File: src/rtl/sim_run_controller_pkg.sv
// Shared types and helpers for the simulation run controller.
// Holds the run-state encoding, the error-count width and the fail rule.
package sim_ctrl_pkg;

    typedef enum logic [1:0] {
        IDLE    = 2'd0,
        RUN     = 2'd1,
        DRAIN   = 2'd2,
        STOPPED = 2'd3
    } run_state_t;

    localparam int ERR_W = 16;

    // A limit of zero means errors alone never fail the run.
    function automatic logic fail_eval(
        input logic             timeout,
        input logic [ERR_W-1:0] err_count,
        input logic [ERR_W-1:0] limit
    );
        return timeout || ((limit != '0) && (err_count >= limit));
    endfunction

endpackage

File: src/rtl/sim_run_controller_if.sv
// Run-control bundle between the bench sequencer (master) and the run controller (slave).
// The master drives start/done/err and observes the status outputs.
interface sim_run_controller_if #(
    parameter int CNT_W = 32
);
    import sim_ctrl_pkg::*;

    logic             start;
    logic             done;
    logic             err;
    logic             stop;
    logic             running;
    logic             finished;
    logic             timeout;
    logic             fail;
    logic [ERR_W-1:0] err_count;
    logic [CNT_W-1:0] cycle_count;

    modport master (
        output start, done, err,
        input  stop, running, finished, timeout, fail, err_count, cycle_count
    );

    modport slave (
        input  start, done, err,
        output stop, running, finished, timeout, fail, err_count, cycle_count
    );

endinterface

File: src/rtl/sim_run_controller_sat_counter.sv
// Saturating up-counter with synchronous clear; holds at all-ones instead of wrapping.
module sat_counter #(
    parameter int W = 16
) (
    input  logic         clk,
    input  logic         rst_n,
    input  logic         clear,
    input  logic         inc,
    output logic [W-1:0] q
);

    always_ff @(posedge clk or negedge rst_n) begin
        if (!rst_n) begin
            q <= '0;
        end else if (clear) begin
            q <= '0;
        end else if (inc && (q != '1)) begin
            q <= q + W'(1);
        end
    end

endmodule

File: src/rtl/sim_run_controller.sv
// Run controller: counts RUN cycles, drains after done, then raises stop to halt the test clock.
// Reset is asynchronous because the clock is halted while stop is high.
//
// state   | meaning
// IDLE    | waiting for start; done/err ignored
// RUN     | counting cycles until done or MAX_CYCLES elapse
// DRAIN   | fixed DRAIN_CYCLES settle period after done
// STOPPED | stop/finished high, all outputs frozen until reset
module sim_run_controller
    import sim_ctrl_pkg::*;
#(
    parameter int MAX_CYCLES   = 10000,
    parameter int DRAIN_CYCLES = 4,
    parameter int CNT_W        = 32,
    parameter int ERR_LIMIT    = 1
) (
    input logic                 clk,
    input logic                 rst_n,
    sim_run_controller_if.slave bus
);

    localparam int DRAIN_LOAD_I = (DRAIN_CYCLES > 0) ? DRAIN_CYCLES - 1 : 0;
    localparam int DW           = (DRAIN_LOAD_I > 0) ? $clog2(DRAIN_LOAD_I + 1) : 1;
    localparam logic [DW-1:0]    DRAIN_LOAD = DW'(DRAIN_LOAD_I);
    localparam logic [CNT_W-1:0] LAST_CYCLE = CNT_W'(MAX_CYCLES - 1);
    localparam logic [ERR_W-1:0] LIMIT      = ERR_W'(ERR_LIMIT);

    run_state_t       state;
    logic [CNT_W-1:0] cycle_count_q;
    logic [DW-1:0]    drain_q;
    logic             stop_q;
    logic             running_q;
    logic             finished_q;
    logic             timeout_q;
    logic             fail_q;
    logic [ERR_W-1:0] err_count_q;
    logic             err_clear;
    logic             err_inc;
    logic [ERR_W-1:0] err_next;

    assign err_clear = (state == IDLE) && bus.start;
    assign err_inc   = bus.err && ((state == RUN) || (state == DRAIN));

    // Value err_count takes on this edge, so fail sees the error sampled on the stop edge too.
    assign err_next = (err_inc && (err_count_q != '1)) ? err_count_q + ERR_W'(1) : err_count_q;

    sat_counter #(.W(ERR_W)) u_err_cnt (
        .clk   (clk),
        .rst_n (rst_n),
        .clear (err_clear),
        .inc   (err_inc),
        .q     (err_count_q)
    );

    always_ff @(posedge clk or negedge rst_n) begin
        if (!rst_n) begin
            state         <= IDLE;
            cycle_count_q <= '0;
            drain_q       <= '0;
            stop_q        <= 1'b0;
            running_q     <= 1'b0;
            finished_q    <= 1'b0;
            timeout_q     <= 1'b0;
            fail_q        <= 1'b0;
        end else begin
            case (state)
                IDLE: begin
                    if (bus.start) begin
                        state         <= RUN;
                        cycle_count_q <= '0;
                        running_q     <= 1'b1;
                    end
                end
                RUN: begin
                    if (bus.done) begin
                        if (DRAIN_CYCLES == 0) begin
                            state      <= STOPPED;
                            stop_q     <= 1'b1;
                            finished_q <= 1'b1;
                            running_q  <= 1'b0;
                            fail_q     <= fail_eval(1'b0, err_next, LIMIT);
                        end else begin
                            state   <= DRAIN;
                            drain_q <= DRAIN_LOAD;
                        end
                    end else if (cycle_count_q == LAST_CYCLE) begin
                        state      <= STOPPED;
                        stop_q     <= 1'b1;
                        finished_q <= 1'b1;
                        running_q  <= 1'b0;
                        timeout_q  <= 1'b1;
                        fail_q     <= fail_eval(1'b1, err_next, LIMIT);
                    end else begin
                        cycle_count_q <= cycle_count_q + CNT_W'(1);
                    end
                end
                DRAIN: begin
                    if (drain_q == '0) begin
                        state      <= STOPPED;
                        stop_q     <= 1'b1;
                        finished_q <= 1'b1;
                        running_q  <= 1'b0;
                        fail_q     <= fail_eval(1'b0, err_next, LIMIT);
                    end else begin
                        drain_q <= drain_q - DW'(1);
                    end
                end
                STOPPED: begin
                end
                default: begin
                    state <= IDLE;
                end
            endcase
        end
    end

    assign bus.stop        = stop_q;
    assign bus.running     = running_q;
    assign bus.finished    = finished_q;
    assign bus.timeout     = timeout_q;
    assign bus.fail        = fail_q;
    assign bus.err_count   = err_count_q;
    assign bus.cycle_count = cycle_count_q;

endmodule

File: src/flat_wrapper.sv
// flat-port wrapper written by rule: the top's interface ports become plain ports
module sim_run_controller_flat import sim_ctrl_pkg::*;
#(
    parameter int MAX_CYCLES   = 10000,
    parameter int DRAIN_CYCLES = 4,
    parameter int CNT_W        = 32,
    parameter int ERR_LIMIT    = 1
)
  (clk, rst_n, bus_start, bus_done, bus_err, bus_stop, bus_running, bus_finished, bus_timeout, bus_fail, bus_err_count, bus_cycle_count);
  sim_run_controller_if #(.CNT_W(CNT_W)) bus_i ();
  input logic clk;
  input logic rst_n;
  input wire logic [$bits(bus_i.start)-1:0] bus_start;
  input wire logic [$bits(bus_i.done)-1:0] bus_done;
  input wire logic [$bits(bus_i.err)-1:0] bus_err;
  output wire logic [$bits(bus_i.stop)-1:0] bus_stop;
  output wire logic [$bits(bus_i.running)-1:0] bus_running;
  output wire logic [$bits(bus_i.finished)-1:0] bus_finished;
  output wire logic [$bits(bus_i.timeout)-1:0] bus_timeout;
  output wire logic [$bits(bus_i.fail)-1:0] bus_fail;
  output wire logic [$bits(bus_i.err_count)-1:0] bus_err_count;
  output wire logic [$bits(bus_i.cycle_count)-1:0] bus_cycle_count;
  assign bus_i.start = bus_start;
  assign bus_i.done = bus_done;
  assign bus_i.err = bus_err;
  assign bus_stop = bus_i.stop;
  assign bus_running = bus_i.running;
  assign bus_finished = bus_i.finished;
  assign bus_timeout = bus_i.timeout;
  assign bus_fail = bus_i.fail;
  assign bus_err_count = bus_i.err_count;
  assign bus_cycle_count = bus_i.cycle_count;
  sim_run_controller #(.MAX_CYCLES(MAX_CYCLES), .DRAIN_CYCLES(DRAIN_CYCLES), .CNT_W(CNT_W), .ERR_LIMIT(ERR_LIMIT)) u_core (.clk(clk), .rst_n(rst_n), .bus(bus_i));
endmodule
File: config.mk
export PLATFORM = sky130hd
export DESIGN_NAME = sim_run_controller_flat
export DESIGN_NICKNAME = d
export VERILOG_FILES = /design/src/rtl/sim_run_controller_pkg.sv /design/src/rtl/sim_run_controller_if.sv /design/src/rtl/sim_run_controller_sat_counter.sv /design/src/rtl/sim_run_controller.sv /design/src/flat_wrapper.sv
export SDC_FILE = /design/constraint.sdc
export NUM_CORES = 1
export LEC_CHECK = 0
export BUFFER_PORTS_ARGS = -buffer_cell sky130_fd_sc_hd__buf_2
export CORE_ASPECT_RATIO = 0.75
export CORE_MARGIN = 5
export CORE_UTILIZATION = 30
export DETAILED_ROUTE_END_ITERATION = 6
export SLEW_MARGIN = 0
export SYNTH_ARGS = -nofsm -noshare
export SYNTH_HDL_FRONTEND = slang
export SYNTH_SLANG_ARGS = --single-unit
File: constraint.sdc
create_clock -name clk -period 2.6 [get_ports clk]
set_clock_uncertainty 0.2 [all_clocks]
set_input_delay 0.39 -clock clk [delete_from_list [all_inputs] [get_ports clk]]
set_output_delay 0.39 -clock clk [all_outputs]
set_load 0.01 [all_outputs]
==> out/results.ini, run 1 <==
[worst_setup_path]
path_cells = ha_2 -> nand3_2 -> or3_1 -> or3_4 -> buf_4 -> o21ai_0 -> buf_4 -> and4_1 -> a21oi_1
crit_fanout = 7
cp-end-kind = flip-flop
start_kind = flip-flop
critPathMaxStageDelay_ns = 0.40
cp_slowest_cell = or3_1
cp.arrival_ns = 2.46
required_ns = 2.57
reg2reg_setup_slack_ns = 0.11
path_buf_inv = 2
critPathKind = flip-flop to flip-flop
crit_top_cell = buf_4
cpLargestDelayFamily = simple AND/OR/NAND/NOR gates

[clock_tree]
worstSkewPairLatency_ns = 0.29
cts_buffers = 5
h-tree-depth = 2
cts_root_buffer = clkbuf_16
cts.path.max_buffers = 2
cts_tree = yes
cts.sinks = 56
cts.reportedPaths.clkPinSlew_ns = 0.07
post_cts_buffers = 0

[logic_synthesis]
ys_ff_latch = 56
ys_types = 50
synthArstFlopShare_pct = 100.0
synth_fp_nets = 399
ys_warn_count = 0
synth_enable_flop_cells = 0
synth.avg_cell_area_um2 = 9.036
syn_area_um2 = 3497
synth_top_area_cell = dfrtp_1
yosysMostFrequentCell = dfrtp_1
synth_seq_area_share_pct = 40.07
synth_top_area_share_pct = 40.07
synthTopCellsByArea = dfrtp_1 (40%), a21oi_2 (4.5%), o31ai_1 (4.3%)
syn_inst = 387
ys_top_cells_by_count = dfrtp_1 (56), nand2_1 (31), nor2_1 (28), o31ai_1 (20), or4_1 (20)
synthFlopType = dfrtp_1

[global_routing]
grt_first_pass_wirelength_um = 16380
grt_max_degree = 47
overflow = 0
grt_pass1_vias = 3067
track_usage_pct = 14.19
antenna_found_initial = 0

[floorplan]
core_um2 = 11490
start_util_pct = 30.45
die_y_um = 103.5
die_w_um = 134.7
dieArea_um2 = 13940
row_count = 34
num_io_pins = 58

[routing]
vias = 3337
wire_per_inst_um = 16.55
first_pass_iters = 5
ant_nets = 0
via_per_inst = 5.507
drt_iter0_markers = 367
wl_um = 10030
drc = 0

[power_and_ir_drop]
p_leak_nw = 1.882
power_density_nw_per_um2 = 719.4
vdd_drop_max_v = 0.0003801
power_w = 0.003122

[final_layout]
nFillCells = 1161
num_antenna_cells = 0
drive_gt1_share_pct = 28.14
layout.core_utilization_pct = 37.78
area_growth_pct = 24.08
nets = 474

[timing]
tns_ns = 0
slew_violations = 0
rsz0062_at_grt = true
hold_violations = 0
hold-worst-slack_ns = 0.2778
fmax_mhz = 402.3
fin_ws_ns = 0.1145
setup_viol = 0
slew_headroom_pct = 58.05
worst_pin_slew_ns = 0.6292
period_share_pct = 95.60
min_period_ns = 2.486

[place]
hpwl_um = 7273
pre_cts_slack_ns = 0.04541
place.gp.congestion = 0.8616
io_buffers = 57

[worst_hold_path]
hp-class = input port to flip-flop

[job]
maxCapViolCount = 0

[run_status]
status = complete, no violations

-- worst reg2reg max path, stage by stage, from the launching register on --
cell	delay (ns)
dfrtp_2	0.36
ha_2	0.20
nand3_2	0.09
or3_1	0.40
or3_4	0.40
buf_4	0.17
o21ai_0	0.16
buf_4	0.15
and4_1	0.16
a21oi_1	0.07
-- cell usage in the layout, fill, tap and decap left out, drive strengths merged, types with 2 or more instances in the layout --
cell / count
dfrtp: 56
and4: 4
nor2b: 2
nor4: 10
nand3: 20
mux2i: 9
nor2: 28
xor2: 9
o21ai: 13
or4: 20
o31ai: 20
nand4: 13
nor3: 12
a21oi: 36
a211oi: 6
nor4b: 3
o41ai: 2
inv: 15
ha: 7
and3: 4
clkbuf: 5
bufinv: 2
and2: 5
nor3b: 2
nand2b: 9
nand2: 31
buf: 89
xnor2: 6
or3: 9
-- per-layer routing --
metal / track usage [%] / part of all wire [%]
met5: 0 / 0
met3: 3.052 / 4.6
met2: 20.74 / 46
met1: 21.12 / 49
met4: 3.706 / 1.2
-- report_power, final --
group          internal [W]  switching [W]
clock              0.000547       0.000318
sequential         0.000961      0.0000733
combinational      0.000481       0.000741
-- worst paths after layout --
| check | start | end | depth (start not counted) |
|---|---|---|---|
| worst max-delay path | u_core.bus.cycle_count[0] | u_core.bus.fail | 9 |
| worst min-delay path | bus_done | u_core.bus.timeout | 3 |
| worst max register to register | u_core.bus.cycle_count[0] | u_core.bus.fail | 9 |
| worst min register to register | u_core.drain_q[1] | u_core.drain_q[1] | 1 |
| max in group asynchronous | rst_n | u_core.bus.cycle_count[23] | 3 |
| min in group asynchronous | rst_n | u_core.u_err_cnt.q[15] | 2 |
-- flip-flops by register name, summed over array words and instances (netlist names) --
| register | flops |
|---|---|
| u_core.bus.timeout | 1 |
| u_core.drain_q | 2 |
| u_core.state | 2 |
| u_core.bus.fail | 1 |
| u_core.u_err_cnt.q | 16 |
| u_core.bus.running | 1 |
| u_core.bus.cycle_count | 32 |
| u_core.bus.stop | 1 |
-- final cells by class --
| class | instances | area, um^2 | area share, % |
|---|---|---|---|
| clock inverters | 2 | 60.06 | 1.384 |
| repair buffers | 90 | 560.5 | 12.92 |
| well taps | 144 | 180.2 | 4.152 |
| flip-flops and latches | 56 | 1404 | 32.35 |
| inverters | 15 | 56.30 | 1.298 |
| multi-input cells | 294 | 1953 | 45.01 |
| clock buffers | 5 | 125.1 | 2.884 |
-- repair_timing --
action	4_1_cts	5_1_grt
hold endpoints to repair	23	0
resized for setup	0	7
hold buffers	1	0
setup endpoints to repair	0	3
-- metrics by stage --
step,instance area (um^2),instances
detailed placement,4110,598
global route,4339,606
CTS,4305,606
finish,4339,606
floorplan,3501,387
global placement,4110,598
-- kinds of logic (layout without fill, tap and decap cells) --
| kind of cell | after synthesis | count (layout) | synth area share [%] |
|---|---|---|---|
| buf+inv | 37 | 112 | 5.044 |
| xor+xnor | 15 | 15 | 3.757 |
| compound gates | 87 | 87 | 17.75 |
| fa+ha+maj | 7 | 7 | 2.504 |
| mux | 10 | 10 | 2.898 |
| flops | 56 | 56 | 40.07 |
| simple gates | 175 | 175 | 27.98 |
(Power assumes the default switching activity.)
==> run 2, diff against run 1 <==
--- a/config.mk
+++ b/config.mk
@@ -6,7 +6,8 @@
 export NUM_CORES = 1
 export LEC_CHECK = 0
 export BUFFER_PORTS_ARGS = -buffer_cell sky130_fd_sc_hd__buf_2
-export CORE_ASPECT_RATIO = 0.75
+export CAP_MARGIN = 20
+export CORE_ASPECT_RATIO = 0.8
 export CORE_MARGIN = 5
 export CORE_UTILIZATION = 30
 export DETAILED_ROUTE_END_ITERATION = 6
==> out/results.ini, run 2 (synthesis gave the netlist of run 1 again) <==
[power_and_ir_drop]
p_leak_nw = 1.953
power_switching_w = 0.001205
power_density_nw_per_um2 = 722.7
clkPwrFrac_pct = 21.9
vdd_drop_max_v = 0.0003119
p_int_w = 0.002019
power_w = 0.003224
sequentialPowerShare_pct = 31.6
power_switching_share_pct = 37.37
combPwrFrac_pct = 46.5

[clock_tree]
cts.reportedPaths.clkPinSlew_ns = 0.08
cts.sinks = 56
cts_tree = yes
cts_root_buffer = clkbuf_16
worstSkewPairLatency_ns = 0.30
cts_buffers = 5
cts.path.max_buffers = 2
h-tree-depth = 2

[timing]
slew_headroom_pct = 45.18
hold_violations = 32
worst_pin_slew_ns = 0.8223
fmax_mhz = 402.2
slew_violations = 0
period_share_pct = 95.63
hold-worst-slack_ns = -0.02128
setup_viol = 0
min_period_ns = 2.486

[global_routing]
antenna_found_initial = 0
track_usage_pct = 14.45
grt_max_degree = 47
grt_pass1_vias = 3065
overflow = 0
grt_first_pass_wirelength_um = 16130

[place]
io_buffers = 57
place_area_um2 = 4155
hpwl_um = 7088
place.gp.congestion = 0.8772

[worst_setup_path]
critPathMaxStageDelay_ns = 0.43
cp_slowest_cell = or3_4
cp-end-kind = flip-flop
start_kind = flip-flop
crit_fanout = 23
path_cells = ha_2 -> nand3_2 -> or3_1 -> or3_4 -> a21oi_4 -> buf_4 -> clkbuf_16 -> or4_1 -> a21oi_2
cp.arrival_ns = 2.46
required_ns = 2.57
critPathKind = flip-flop to flip-flop

[final_layout]
postLayoutCellArea_um2 = 4461
nFillCells = 1192
area_growth_pct = 27.55
drive_gt1_share_pct = 30.67
largest_reg_flops = 32
final_cell_mix = buf_2 (57), dfrtp_1 (54), buf_4 (42)
multiInputGateArea_um2 = 1969
regArea_um2 = 1404
num_antenna_cells = 0
final_common_cell = buf_2
nets = 487

[routing]
via_per_inst = 5.454
wl_um = 10120
wire_per_inst_um = 16.22
drc = 0
vias = 3403
ant_nets = 0
first_pass_iters = 4
drt_iter0_markers = 320

[floorplan]
dieArea_um2 = 13930
start_util_pct = 30.48
row_count = 35
num_io_pins = 58
die_w_um = 130.7
core_um2 = 11470
die_y_um = 106.6

[run_status]
status = finished with violations
violations = negative hold slack

[job]
maxCapViolCount = 0

[worst_hold_path]
hp-class = input port to async pin

==> run 2: cell count changes in the layout (fill, tap and decap cells not counted), moves of 2 or more <==
| cell | before | now |
|---|---|---|
| buf_4 | 30 | 42 |
| clkbuf_16 | 5 | 8 |
| bufinv_16 | 2 | 0 |
| nor4_1 | 9 | 7 |
| nor4_2 | 0 | 2 |
==> run 2: area by class of cell <==
class / instances / area share (%)
Multi-Input combinational cell: 294 / 44.15
Tap cell: 148 / 4.151
Clock buffer: 7 / 3.198
Inverter: 15 / 1.262
Sequential cell: 56 / 31.47
Timing Repair Buffer: 103 / 15.60
Clock inverter: 1 / 0.1683
==> run 2: final timing paths <==
check,start,endpoint,slack [ns],cells past startpoint
setup reg to reg,u_core.bus.cycle_count[0],u_core.bus.cycle_count[20],0.11,9
setup / recovery,u_core.bus.cycle_count[0],u_core.bus.cycle_count[20],0.11,9
max in group asynchronous,rst_n,u_core.bus.cycle_count[27],1.52,2
hold / removal,rst_n,u_core.u_err_cnt.q[13],-0.02,1
min in group clk,u_core.bus.timeout,u_core.bus.timeout,0.28,1
hold reg to reg,u_core.bus.timeout,u_core.bus.timeout,0.28,1
==> run 2: worst max-delay path, delay by kind of cell (launching register included) <==
kind	cells	cell delay, ns
AND/OR/NAND/NOR	4	1.06
flip-flops	1	0.36
buffers and inverters	2	0.32
AO/OA/AOI/OAI	2	0.24
adder cells (fa/ha/maj)	1	0.19
==> run 2: power groups by stage <==
stage	logic [W]	registers (W)	clock network [W]
final	0.00150	0.00102	0.000707
after global routing	0.00164	0.00103	0.000766
after CTS	0.00123	0.00102	0.000737
after detailed placement	0.00122	0.00104	0
after global placement	0.00120	0.00103	0
after floorplan	0.000770	0.00109	0
==> run 2: repair_timing <==
item,4_1_cts,5_1_grt
cloned,0,3
hold buffers,0,0
setup buffers,0,4
gates resized for setup,1,9
endpoints found under the setup margin,1,6
pin swaps,0,3
==> run 2: per-stage QoR <==
step	worst slack (ns)	std cells	TNS [ns]	util, %
6_report	0.1137	624	0	38.88
5_1_grt	-0.003705	624	-0.003705	38.88
4_1_cts	0.05078	617	0	37.57
3_5_place_dp	-0.03035	609	-0.03035	36.22
3_3_place_gp	-0.03260	609	-0.03260	36.22
2_1_floorplan	0.02825	387	0	-
==> run 2: per-layer routing <==
metal / vias to the layer above / global-route usage (%) / routed length [um]
met5: - / 0 / 0
met4: 0 / 3.818 / 104
met3: 6 / 3.137 / 738
met2: 90 / 21.45 / 4623
met1: 1685 / 21.18 / 4656
li1: 1622 / - / -
